## src/rtl/fetch_pkg.sv

```systemverilog
// Shared types and sizing for the in-order instruction fetch queue.
// Also provides the `TRUE / `FALSE shorthands used across the fetch RTL.
`ifndef TRUE
`define TRUE 1'b1
`endif
`ifndef FALSE
`define FALSE 1'b0
`endif

package fetch_pkg;

    localparam int unsigned DEF_QUEUE_DEPTH  = 4;
    localparam int unsigned DEF_MAX_INFLIGHT = 2;
    localparam int unsigned XLEN             = 32;
    localparam int unsigned EXCP_W           = 4;

    // Bit positions inside excp_num
    localparam int unsigned EXCP_ADEF = 0;
    localparam int unsigned EXCP_TLBR = 1;
    localparam int unsigned EXCP_PIF  = 2;
    localparam int unsigned EXCP_PPI  = 3;

    typedef struct packed {
        logic [XLEN-1:0]   pc;
        logic [XLEN-1:0]   inst;
        logic              excp;
        logic [EXCP_W-1:0] excp_num;
        logic              done;
    } fetch_entry_t;

endpackage

```

## src/rtl/fetch_meta_fifo.sv

```systemverilog
// Fetch queue storage: allocation at tail, in-order pop at head, icache words
// written into the oldest entry that is still waiting for one.
module fetch_meta_fifo
    import fetch_pkg::*;
#(
    parameter int unsigned DEPTH = DEF_QUEUE_DEPTH
) (
    input  logic            clk,
    input  logic            reset,
    input  logic            flush,
    input  logic            alloc,
    input  fetch_entry_t    alloc_entry,
    input  logic            pop,
    input  logic            fill,
    input  logic [XLEN-1:0] fill_data,
    output logic            full,
    output logic            head_valid_c,
    output fetch_entry_t    head_entry_c
);

    localparam int unsigned PTR_W = (DEPTH > 1) ? $clog2(DEPTH) : 1;
    localparam int unsigned CNT_W = PTR_W + 1;

    fetch_entry_t     mem [DEPTH];
    logic [PTR_W-1:0] head;
    logic [PTR_W-1:0] tail;
    logic [PTR_W-1:0] resp_ptr;
    logic [PTR_W-1:0] scan_idx;
    logic [CNT_W-1:0] count;
    logic [CNT_W-1:0] count_nxt;
    logic             empty;
    logic             resp_found;

    // Oldest queued entry still waiting for its icache word
    always_comb begin
        resp_ptr   = head;
        resp_found = `FALSE;
        scan_idx   = head;
        for (int unsigned i = 0; i < DEPTH; i++) begin
            scan_idx = head + PTR_W'(i);
            if (!resp_found && (CNT_W'(i) < count) && !mem[scan_idx].done) begin
                resp_ptr   = scan_idx;
                resp_found = `TRUE;
            end
        end
    end

    assign count_nxt    = count + CNT_W'(alloc) - CNT_W'(pop);
    assign head_valid_c = !empty && mem[head].done;
    assign head_entry_c = mem[head];

    always_ff @(posedge clk or posedge reset) begin
        if (reset) begin
            head  <= '0;
            tail  <= '0;
            count <= '0;
            full  <= `FALSE;
            empty <= `TRUE;
            for (int unsigned i = 0; i < DEPTH; i++) begin
                mem[i] <= '0;
            end
        end else if (flush) begin
            head  <= '0;
            tail  <= '0;
            count <= '0;
            full  <= `FALSE;
            empty <= `TRUE;
        end else begin
            if (alloc) begin
                mem[tail] <= alloc_entry;
                tail      <= tail + PTR_W'(1);
            end
            if (pop) begin
                head <= head + PTR_W'(1);
            end
            if (fill && resp_found) begin
                mem[resp_ptr].inst <= fill_data;
                mem[resp_ptr].done <= `TRUE;
            end
            count <= count_nxt;
            full  <= (count_nxt == CNT_W'(DEPTH));
            empty <= (count_nxt == '0);
        end
    end

endmodule

```

## src/rtl/inst_fetch_queue.sv

```systemverilog
// In-order instruction fetch queue between translation and decode; issues icache
// reads, discards responses cancelled by flush. FETCH_PERF_CNT_EN adds perf counters.
module inst_fetch_queue
    import fetch_pkg::*;
#(
    parameter int unsigned QUEUE_DEPTH  = DEF_QUEUE_DEPTH,
    parameter int unsigned MAX_INFLIGHT = DEF_MAX_INFLIGHT
) (
    input  logic        clk,
    input  logic        reset,
    input  logic        flush,
    input  logic        trans_valid,
    output logic        trans_ready,
    input  logic [31:0] trans_paddr,
    input  logic [31:0] trans_vaddr,
    input  logic        trans_uncached,
    input  logic        trans_excp,
    input  logic [3:0]  trans_excp_num,
    output logic        icache_req_valid,
    input  logic        icache_req_ready,
    output logic [31:0] icache_req_paddr,
    output logic        icache_req_uc,
    input  logic        icache_resp_valid,
    input  logic [31:0] icache_resp_data,
    output logic        out_valid,
    input  logic        out_ready,
    output logic [31:0] out_pc,
    output logic [31:0] out_inst,
    output logic        out_excp,
    output logic [3:0]  out_excp_num
`ifdef FETCH_PERF_CNT_EN
    ,
    output logic [31:0] perf_fetch_cnt,
    output logic [31:0] perf_drop_cnt
`endif
);

    localparam int unsigned IF_W = $clog2(MAX_INFLIGHT + 1);

    logic [IF_W-1:0] inflight;
    logic [IF_W-1:0] cancel_cnt;
    logic            q_full;
    logic            room;
    logic            accept;
    logic            issue;
    logic            resp_drop;
    logic            resp_live;
    logic            pop;
    fetch_entry_t    alloc_entry;
    fetch_entry_t    head_entry_c;

    assign room = (inflight < IF_W'(MAX_INFLIGHT));

    // Faulted fetches bypass the icache, so they only need queue space
    assign trans_ready      = !reset && !flush && !q_full &&
                              (trans_excp || (room && icache_req_ready));
    assign icache_req_valid = !reset && trans_valid && !flush && !q_full && !trans_excp && room;
    assign icache_req_paddr = trans_paddr;
    assign icache_req_uc    = trans_uncached;

    assign accept    = trans_valid && trans_ready;
    assign issue     = icache_req_valid && icache_req_ready;
    assign resp_drop = icache_resp_valid && (flush || (cancel_cnt != '0));
    assign resp_live = icache_resp_valid && !resp_drop;
    assign pop       = out_valid && out_ready && !flush;

    always_comb begin
        alloc_entry          = '0;
        alloc_entry.pc       = trans_vaddr;
        alloc_entry.excp     = trans_excp;
        alloc_entry.excp_num = trans_excp_num;
        alloc_entry.done     = trans_excp;
    end

    // inflight includes cancelled requests; cancel_cnt marks how many of them to drop
    always_ff @(posedge clk or posedge reset) begin
        if (reset) begin
            inflight   <= '0;
            cancel_cnt <= '0;
        end else begin
            inflight <= inflight + IF_W'(issue) - IF_W'(icache_resp_valid);
            if (flush) begin
                cancel_cnt <= inflight - IF_W'(icache_resp_valid);
            end else if (resp_drop) begin
                cancel_cnt <= cancel_cnt - IF_W'(1);
            end
        end
    end

    fetch_meta_fifo #(
        .DEPTH (QUEUE_DEPTH)
    ) u_meta_fifo (
        .clk          (clk),
        .reset        (reset),
        .flush        (flush),
        .alloc        (accept),
        .alloc_entry  (alloc_entry),
        .pop          (pop),
        .fill         (resp_live),
        .fill_data    (icache_resp_data),
        .full         (q_full),
        .head_valid_c (out_valid),
        .head_entry_c (head_entry_c)
    );

    assign out_pc       = head_entry_c.pc;
    assign out_inst     = head_entry_c.inst;
    assign out_excp     = head_entry_c.excp;
    assign out_excp_num = head_entry_c.excp_num;

`ifdef FETCH_PERF_CNT_EN
    always_ff @(posedge clk or posedge reset) begin
        if (reset) begin
            perf_fetch_cnt <= '0;
            perf_drop_cnt  <= '0;
        end else begin
            perf_fetch_cnt <= perf_fetch_cnt + 32'(out_valid && out_ready);
            perf_drop_cnt  <= perf_drop_cnt + 32'(resp_drop);
        end
    end
`endif

endmodule

```

## config.mk

```make
export PLATFORM = sky130hd
export DESIGN_NAME = inst_fetch_queue
export DESIGN_NICKNAME = d
export VERILOG_FILES = /design/src/rtl/fetch_pkg.sv /design/src/rtl/fetch_meta_fifo.sv /design/src/rtl/inst_fetch_queue.sv
export SDC_FILE = /design/constraint.sdc
export NUM_CORES = 1
export LEC_CHECK = 0
export CAP_MARGIN = 30
export CORE_MARGIN = 2
export CORE_UTILIZATION = 40
export DETAILED_ROUTE_END_ITERATION = 6
export GPL_TIMING_DRIVEN = 0
export PLACE_DENSITY = 0.67
export SLEW_MARGIN = 0
export SYNTH_ARGS = -nofsm -noshare
export SYNTH_HDL_FRONTEND = slang
export SYNTH_SLANG_ARGS = --single-unit
```

## constraint.sdc

```tcl
create_clock -name clk -period 12.1 [get_ports clk]
set_input_delay 2.42 -clock clk [delete_from_list [all_inputs] [get_ports clk]]
set_output_delay 2.42 -clock clk [all_outputs]
set_load 0.02 [all_outputs]
```

Yosys cells after proc, flatten, opt, wreduce, memory -nomap -nowiden
Index checks and enable logic that the tools add are counted.

storage, ports and cells
  register bits after elaboration = 293
  input bits = 109
  output and inout bits = 105
  word-level logic and storage cells = 143

cells by class
  add/sub/neg operators = 10
  $lt $le $gt $ge = 13
  eq/ne operators = 1
  muxes and demuxes = 40
  bitwise logic cells = 6
  reduce and logical (&&, ||, !) cells = 46

operators with widths
  cell                                                        count
  bitwise mux 280 bit                                         3
  2-to-1 mux 280 bit                                          3
  binary-select mux 70 bit (select 2 bit)                     4
  demux 70 bit (select 2 bit)                                 3
  2-to-1 mux 70 bit                                           3
  2-to-1 mux 38 bit                                           1
  logical AND 1 bit                                           26
  greater-or-equal comparator 3 bit, second input constant    6
  2-to-1 mux 2 bit                                            9
  NOT 2 -> 3 bit                                              6
  logical NOT 1 bit                                           13
  2-to-1 mux 1 bit                                            13
  nonzero test 2 bit                                          4
  less-than comparator 1 x 3 -> 1 bit, first input constant   2
  less-than comparator 2 x 3 -> 1 bit, first input constant   2
  less-than comparator 3 x 1 -> 1 bit, second input constant  2
  adder 2 x 1 -> 2 bit, second input constant                 2
  adder 2 bit, second input constant                          2
  subtractor 2 x 1 -> 2 bit                                   2
  adder 3 x 1 -> 3 bit                                        1
  equality test 3 bit, second input constant                  1
  logical NOT 3 bit                                           1
  2-to-1 mux 3 bit                                            1
  subtractor 3 x 1 -> 3 bit                                   1
  4 further kinds                                             5

Depth between registers and ports, before layout
Gate-level depths: netlist of run 1.

  word-level depth = 27
  mapped depth = 14

By module
A second synthesis of run 1 with hierarchy kept.

unflattened totals
  cell total of the unflattened synthesis = 1,200
  area total of the unflattened synthesis = 14,915.6 um^2

by module, submodules not included
  module            instances  cells an instance  area each (um^2)  seq. area each (um^2)
  fetch_meta_fifo   1          1,130              14,337.5          7,233.2
  inst_fetch_queue  1          70                 578.1             100.1

Least setup slack after synthesis of run 1
No wires, ideal clock.

  kind = input to output
  start = input flush
  end = output icache_req_valid
  arrival = 3,375 ps
  data required time = 9,680 ps
  slack = 6,305 ps
  stages = 4
  cells stage by stage = clkbuf_1 -> nor3_1 -> nand2_1 -> nor3_1

between the ends
  cells in the longest elaborated chain, start to end = 5

RTL lines
  what                            RTL line                source
  start: declaration              inst_fetch_queue.sv:11  input logic flush,
  logical NOT 1 bit               inst_fetch_queue.sv:57  assign icache_req_valid = !reset && trans_valid && !flush && !q_full && !trans_excp && room;
  logical AND 1 bit (4 in a row)  inst_fetch_queue.sv:57
  end: declaration                inst_fetch_queue.sv:19  output logic icache_req_valid,

No other way between the ends.

Worst setup path in the final report of run 1
Ends and elaborated chain as after synthesis.

==> impl_metrics.ini, run 1 <==
[clock_tree]
cts_buffer_depth = 3
post_cts_resized = 0
ctsRootBufferMaster = clkbuf_16
postCtsSetupBuffers = 0
cts_tree = built
numCtsBuffers = 35
clk-insertion-delay-late_ns = 0.51
htree_levels = 2
cts.reportedPaths.clkPinSlew_ns = 0.06
cts_hold_repair.buffers = 0
clock-sinks = 293

[sta]
finalClockSkew_ns = 0.0161
hold_violations = 0
whs_ns = 0.484
slew_headroom = 0.393
drv_slew = 0
period_minus_slack_ns = 6.89
rsz0062_at_grt = false
fin_crit_sh = 0.569
setup_viol = 0
fmax_ghz = 0.145
tightestPinTransition_ns = 0.910

[routing]
drt_iter0_drc = 538
route.detailed.drc = 0
routed_via_density = 5.24
antenna_left = 0
wl_per_cell_um = 19.9
via_count = 9473
dr.pass1.iters = 5
wirelength_um = 36000

[setup_path]
arrival_ns = 4.47
critPathLaunchType = input pin
crit_family = buffers and inverters
crit_path_end_kind = output port
crit-reg2reg-launch = u_meta_fifo.head[1]
crit_buf_inv = 3
slowest_delay_ns = 0.65
worstSetupPathType = in2out
crit_fanout = 10
critPathLaunch = flush
worstPathCellList = clkdlybuf4s50_1 -> clkbuf_1 -> nor3_1 -> nand2_1 -> nor3_1 -> clkdlybuf4s50_1
cpMaxStageDelayCell = clkdlybuf4s50_1
critical_path_required_ns = 9.68

[yosys]
ys_ff_latch = 293
yosys.area.top_type = dfrtp_1
synth_edf_count = 0
synth_cell_type_count = 41
syn_area_per_cell_um2 = 12.7
ys_warn_count = 0
async_flop_share = 1.00
netlist.area_leader.share = 0.522
ys.flop_type = dfrtp_1
synthesis.nets = 1224
synth_area_leaders = dfrtp_1, mux2_2, mux4_2
synthCells = 1102
ys_seq_area_frac = 0.524
netlist_area_mm2 = 0.0140

[grt]
grt_pass1_vias = 10014
grt_pass1_wl_um = 56200
grt-ovfl-total = 0
grt_start_max_net_pins = 122
grt.total_usage = 0.200
antenna_found_initial = 3

[power_and_ir_drop]
vdd_drop_max_v = 0.0000917
fin_total_pwr_mw = 2.82
power_density_mw_per_mm2 = 160
leakage_nw = 7.88

[placed_design]
place.gp.congestion = 0.827
place_area_mm2 = 0.0165
dp_hpwl_um = 24500
io_buffers = 180

[die]
die-height_um = 191
die_w_um = 191
die-area_mm2 = 0.0365
coreArea_mm2 = 0.0345
initial_core_util = 0.405
pin_count = 214
row_count = 68

[min_path]
hp-class = reg2reg

[layout]
drive_gt1_frac = 0.280
final_area_mm2 = 0.0176
area_delta_synth_final_pct = 25.8
fin_nets = 1450
nFillCells = 3090

[run]
cap_violations = 0

[run_status]
status = completed
## final timing paths
| path | slack [ns] | depth (start not counted) | endpoint |
|---|---|---|---|
| max | 5.21 | 6 | icache_req_valid |
| min | 0.48 | 2 | flip-flop |
| max reg2reg | 9.11 | 14 | u_meta_fifo.full |
| min reg2reg | 0.48 | 2 | flip-flop |
| max in group asynchronous | 8.28 | 4 | asynchronous set/reset pin |
| min in group asynchronous | 2.39 | 2 | u_meta_fifo.full |
## synthesized netlist by cell type (2+ instances only)
master    instances
nand2b_1         36
dfrtp_1         292
buf_1            25
o21ai_2          20
o21ai_0          34
nor3_1            5
a21oi_1           7
nand3b_1          3
xnor2_1           6
buf_4            35
buf_6            10
mux2_2          147
ha_1             12
nor2b_1           3
buf_2            10
clkbuf_1         32
mux2i_1          37
a31oi_1           2
nand2_1         150
nand3_1          54
mux4_2           69
xor2_1            2
o21ai_1          46
inv_1            15
nor2_1           16
nand3_2          19
## routing by layer
metal	wire [um]	track usage	vias up	share of wire
li1	-	-	4329	-
met1	15900	0.276	4847	0.44
met2	17600	0.330	248	0.49
met3	1770	0.0285	49	0.049
met4	750	0.0562	0	0.021
met5	0	0	-	0
## stage by stage
| stage | util | setup slack, ns | cells | setup TNS (ns) |
|---|---|---|---|---|
| after floorplan | - | 1.59 | 1102 | 0 |
| final | 0.510 | 5.21 | 1809 | 0 |
| after CTS | 0.509 | 5.21 | 1806 | 0 |
| after global routing | 0.510 | 5.07 | 1809 | 0 |
| after detailed placement | 0.478 | 5.23 | 1745 | 0 |
| after global placement | 0.474 | -2.10 | 1737 | -604.46 |
## power breakdown
part           leakage, nW  internal, mW  switching (mW)  total (mW)
logic                 3.37         0.340           0.297       0.637
clock network        0.531         0.584           0.405       0.989
registers             3.98          1.12          0.0763        1.19
## cell families after synthesis
| family | count (synthesis) | synth area share |
|---|---|---|
| and+or+nand+nor | 291 | 0.101 |
| adders and majority gates | 13 | 0.0122 |
| DFF | 293 | 0.524 |
| AOI/OAI and AO/OA | 114 | 0.0484 |
| muxes | 255 | 0.258 |
| xor gates and xnor gates | 9 | 0.00617 |
| buffers and inverters | 127 | 0.0497 |
## layout by cell type, fill, tap and decap left out, drive strengths merged, types with 5 or more instances in the layout
cell	netlist	layout
nor2	16	16
xnor2	7	7
nand2	150	150
clkinv	0	5
mux4	69	69
nand3	73	73
ha	12	12
o21ai	101	101
a21oi	7	7
nand2b	36	36
clkdlybuf4s50	0	180
buf	80	89
inv	15	17
mux2i	38	38
clkbuf	32	85
mux2	148	148
dfrtp	292	292
nor3	5	5
## tightest hold or removal path: stages, from the launching register on
cell,delay [ns]
dfrtp_1,0.34
nand2_1,0.05
nand2_1,0.06
## area by class of cell
class / instances / area [um2] / area share
Inverter: 15 / 63.8 / 0.00362
Buffer: 112 / 639 / 0.0363
Clock inverter: 8 / 52.6 / 0.00298
Tap cell: 455 / 569 / 0.0323
Sequential cell: 293 / 7330 / 0.417
Antenna cell: 2 / 5.00 / 0.000284
Clock buffer: 53 / 1020 / 0.0581
Multi-Input combinational cell: 682 / 5970 / 0.339
Timing Repair Buffer: 189 / 1950 / 0.111
(Power assumes the default switching activity.)
==> inputs of run 2 (changes only) <==
--- a/config.mk
+++ b/config.mk
@@ -10,7 +10,7 @@
 export CORE_UTILIZATION = 40
 export DETAILED_ROUTE_END_ITERATION = 6
 export GPL_TIMING_DRIVEN = 0
-export PLACE_DENSITY = 0.67
+export PLACE_DENSITY = 0.7
 export SLEW_MARGIN = 0
 export SYNTH_ARGS = -nofsm -noshare
 export SYNTH_HDL_FRONTEND = slang
==> constraint.sdc (replaced) <==
create_clock -name clk -period 5.51 [get_ports clk]
set_input_delay 1.102 -clock clk [delete_from_list [all_inputs] [get_ports clk]]
set_output_delay 1.102 -clock clk [all_outputs]
set_load 0.02 [all_outputs]
==> run 2 against run 1 <==
  * Worst setup slack got worse by 4.7 ns
  * Count of clock-buffer cells in the layout decreased by 4
  * Die area stayed put
  * Clock power up 130%
  * Via count increased by 2.5%
==> impl_metrics.ini, run 2 (synthesis results as in run 1) <==
[layout]
final_cells = 1811
fin_nets = 1455
final_area_mm2 = 0.0178
nFillCells = 3037
final_cell_mix = dfrtp_1, clkdlybuf4s50_1, nand2_1, mux2_2, mux4_2
area_delta_synth_final_pct = 27.0
drive_gt1_frac = 0.286
final_common_cell = dfrtp_1
final_util = 0.515

[routing]
drt_iter0_drc = 439
drt-met1-wl_um = 15900
antenna_left = 0
wirelength_um = 36300
route.detailed.drc = 0
dr.pass1.iters = 5
wl_met2_um = 17700
maxUsedRoutingLayer = met4
wl_met3_um = 2020
routed_via_density = 5.36
via_count = 9712
wl_per_cell_um = 20.1

[clock_tree]
ctsRootBufferMaster = clkbuf_16
clock-sinks = 293
clk-insertion-delay-late_ns = 0.52
postCtsSetupBuffers = 0
cts_tree = built
cts.reportedPaths.clkPinSlew_ns = 0.06
cts_hold_repair.buffers = 0
numCtsBuffers = 34
post_cts_resized = 0
htree_levels = 2
cts_buffer_depth = 3

[sta]
slew_headroom = 0.396
setup_viol = 0
period_minus_slack_ns = 4.95
whs_ns = 0.489
tightestPinTransition_ns = 0.905
hold_violations = 0
fmax_ghz = 0.202
fin_crit_sh = 0.899
finalClockSkew_ns = 0.0249
drv_slew = 0
rsz0062_at_grt = false

[power_and_ir_drop]
comb_power_share = 0.225
power_density_mw_per_mm2 = 354
switching_share = 0.271
fin_total_pwr_mw = 6.30
vdd_drop_max_v = 0.000215
clkPwrFrac = 0.360
p_seq_frac = 0.415
switching_power_mw = 1.70
p_int_mw = 4.59
leakage_nw = 7.96

[setup_path]
critPathLaunchType = flip-flop
rrSetupSlack_ns = 2.45
crit_path_end_kind = output port
reg2regPathDepth = 10
crit_fanout = 10
critical_path_required_ns = 4.41
worstSetupPathType = reg2out
crit-reg2reg-launch = u_meta_fifo.count[2]
arrival_ns = 3.85
rr_endpoint = u_meta_fifo.mem[76]

[grt]
grt-ovfl-total = 0
grt_pass1_wl_um = 56900
antenna_found_initial = 2
grt_pass1_vias = 10217
grt.total_usage = 0.203
grt_start_max_net_pins = 44

[placed_design]
place_area_mm2 = 0.0166
place.gp.congestion = 0.847
dp_hpwl_um = 25000
dp_cells = 1750
io_buffers = 180

[die]
row_count = 68
coreArea_mm2 = 0.0345
pin_count = 214
die-area_mm2 = 0.0365
die-height_um = 191
initial_core_util = 0.405
die_w_um = 191

[min_path]
hp-class = reg2reg
hold_depth = 2

[run]
cap_violations = 0

[run_status]
status = completed
[run 2: changes by cell type in the layout (fill, tap and decap cells not counted), sizes merged]
| cell | delta |
|---|---|
| clkinvlp | +1 |
| diode | -1 |
| inv | -2 |
| buf | +6 |
| bufinv | +2 |
| clkbuf | -4 |
[run 2: worst max path at each step]
stage	from	end	slack [ns]	cells after the start
floorplan	reset	asynchronous set/reset pin	0.52	1
global placement	reset	asynchronous set/reset pin	-1.53	2
detailed placement	flush	u_meta_fifo.full	0.81	13
CTS	u_meta_fifo.head[1]	out_inst[10]	0.51	6
global route	u_meta_fifo.head[1]	out_inst[9]	0.38	6
finish	u_meta_fifo.head[1]	out_inst[9]	0.56	6
[run 2: through the flow]
stage          TNS (ns)  setup slack (ns)
6_report              0             0.555
3_5_place_dp          0             0.806
3_3_place_gp    -440.27             -1.53
4_1_cts               0             0.506
2_1_floorplan         0             0.520
5_1_grt               0             0.379
[run 2: critical path: stages, from the launching register on]
cell             delay [ns]
dfrtp_1                0.34
buf_6                  0.15
clkbuf_1               0.48
clkbuf_1               0.64
clkbuf_1               0.73
mux4_2                 0.45
clkdlybuf4s50_1        0.56
[run 2: final cells by class]
cell class                 count  area [um2]  area share
tap                          455         569      0.0320
timing repair buffer         195        2070       0.116
sequential                   293        7330       0.413
multi-input combinational    682        5970       0.336
antenna                        1        2.50    0.000141
buffer                       112         639      0.0360
inverter                      15        60.1     0.00338
clock inverter                 9         105     0.00591
clock buffer                  49        1030      0.0579
[run 2: layer usage]
metal,vias up,global-route usage
li1,4346,-
met1,5015,0.275
met2,289,0.336
met3,62,0.0352
met4,0,0.0538
met5,-,0
[run 2: power by group through the flow]
| stage | Clock (mW) | Sequential, mW | Combinational [mW] |
|---|---|---|---|
| 2_1_floorplan | 0 | 2.60 | 0.891 |
| 3_3_place_gp | 0 | 2.64 | 1.37 |
| 3_5_place_dp | 0 | 2.65 | 1.43 |
| 4_1_cts | 2.30 | 2.62 | 1.43 |
| 5_1_grt | 2.40 | 2.65 | 1.53 |
| 6_report | 2.27 | 2.62 | 1.41 |
==> inputs of run 3 (changes only) <==
--- a/config.mk
+++ b/config.mk
@@ -5,7 +5,6 @@
 export SDC_FILE = /design/constraint.sdc
 export NUM_CORES = 1
 export LEC_CHECK = 0
-export CAP_MARGIN = 30
 export CORE_MARGIN = 2
 export CORE_UTILIZATION = 40
 export DETAILED_ROUTE_END_ITERATION = 6
==> run 3 against run 2 <==
  * Register-to-register slack hardly changed
  * Via count is 1.2% lower
  * Sequential power hardly changed
  * Combinational power hardly changed
  * Largest power group unchanged
==> impl_metrics.ini, run 3 (synthesis results as in run 1) <==
[clock_tree]
cts.reportedPaths.clkPinSlew_ns = 0.06
cts_buffer_depth = 3
numCtsBuffers = 34
post_cts_resized = 0
clk-insertion-delay-late_ns = 0.52
cts_hold_repair.buffers = 0
htree_levels = 2
postCtsSetupBuffers = 0
clock-sinks = 293
cts_tree = built
ctsRootBufferMaster = clkbuf_16

[power_and_ir_drop]
p_int_mw = 4.49
comb_power_share = 0.226
p_seq_frac = 0.424
switching_share = 0.273
leakage_nw = 7.88
clkPwrFrac = 0.350
switching_power_mw = 1.69
power_density_mw_per_mm2 = 351
vdd_drop_max_v = 0.000214

[sta]
finalClockSkew_ns = 0.0324
rsz0062_at_grt = false
fmax_ghz = 0.201
drv_slew = 0
tns_ns = 0
period_minus_slack_ns = 4.98
slew_headroom = 0.258
hold_violations = 0
fin_crit_sh = 0.904
setup_viol = 0
tightestPinTransition_ns = 1.11

[layout]
final_common_cell = dfrtp_1
nFillCells = 3052
multi_input_area_mm2 = 0.00597
drive_gt1_frac = 0.278
area_delta_synth_final_pct = 25.8
final_area_mm2 = 0.0176
final_cells = 1805
antenna_cells = 0
final_cell_mix = dfrtp_1, clkdlybuf4s50_1, nand2_1, mux2_2, mux4_2
fin_nets = 1448
ff_latch_area_mm2 = 0.00733

[grt]
grt_start_max_net_pins = 44
grt.total_usage = 0.202
grt_pass1_vias = 10146
grt-ovfl-total = 0
grt_pass1_wl_um = 56600
antenna_found_initial = 1

[min_path]
hp-class = reg2reg
hold_depth = 2

[setup_path]
critPathLaunchType = flip-flop
cpMaxStageDelayCell = clkbuf_1
worstPathCellList = buf_6 -> clkbuf_1 -> clkbuf_1 -> clkbuf_1 -> mux4_2 -> clkdlybuf4s50_1
slowest_delay_ns = 0.76
crit_path_end_kind = output port
crit_fanout = 10
worstSetupPathType = reg2out
critical_path_required_ns = 4.41
reg2regPathDepth = 10
arrival_ns = 3.88
cp_common_cell = clkbuf_1

[routing]
wl_per_cell_um = 20.0
routed_via_density = 5.31
wirelength_um = 36200
drt_iter0_drc = 533
via_count = 9593
route.detailed.drc = 0
antenna_left = 0
dr.pass1.iters = 5

[die]
pin_count = 214
die_w_um = 191
row_count = 68
die-height_um = 191
coreArea_mm2 = 0.0345
initial_core_util = 0.405
die-area_mm2 = 0.0365

[placed_design]
dp_hpwl_um = 24900
dp_cells = 1745
place_area_mm2 = 0.0165
io_buffers = 180
place.gp.congestion = 0.847

[run_status]
status = completed

[run]
cap_violations = 0
run 3: per-layer routing:
metal,vias to the layer above,share of wire,track usage
li1,4319,-,-
met1,4911,0.43,0.270
met2,309,0.49,0.337
met3,52,0.064,0.0446
met4,2,0.016,0.0473
met5,-,0.00036,0
run 3: layout make-up:
class / instances / area share
Clock inverter: 8 / 0.00405
Clock buffer: 52 / 0.0568
Tap cell: 455 / 0.0323
Timing Repair Buffer: 188 / 0.112
Buffer: 112 / 0.0363
Multi-Input combinational cell: 682 / 0.339
Inverter: 15 / 0.00341
Sequential cell: 293 / 0.416
run 3: path summary, 6_finish.rpt:
kind,slack [ns],from,to
max,0.53,u_meta_fifo.head[1],out_inst[9]
min,0.49,flip-flop,flip-flop
max reg2reg,2.44,u_meta_fifo.count[2],u_meta_fifo.mem[82]
min reg2reg,0.49,flip-flop,flip-flop
max in group asynchronous,3.41,reset,u_meta_fifo.mem[235]
min in group asynchronous,1.01,reset,cancel_cnt[1]
run 3: per-stage QoR:
stage	utilization	hold WS, ns	power, mW	worst slack (ns)
global route	0.510	0.514	6.46	0.373
detailed placement	0.479	0.469	4.07	0.780
floorplan	-	0.441	3.49	0.520
finish	0.510	0.493	6.18	0.529
global placement	0.474	0.457	4.01	-1.53
CTS	0.510	0.487	6.24	0.474
run 3: critical path: cells and delay by family (launching register included):
family | cells | cell delay (ns)
multiplexers | 1 | 0.45
flip-flops | 1 | 0.34
buffers and inverters | 5 | 2.57
run 3: power by group through the flow:
stage / registers, mW / logic, mW / clock network, mW
floorplan: 2.60 / 0.891 / 0
global placement: 2.64 / 1.37 / 0
detailed placement: 2.65 / 1.42 / 0
CTS: 2.62 / 1.42 / 2.21
global route: 2.65 / 1.51 / 2.30
finish: 2.62 / 1.40 / 2.17
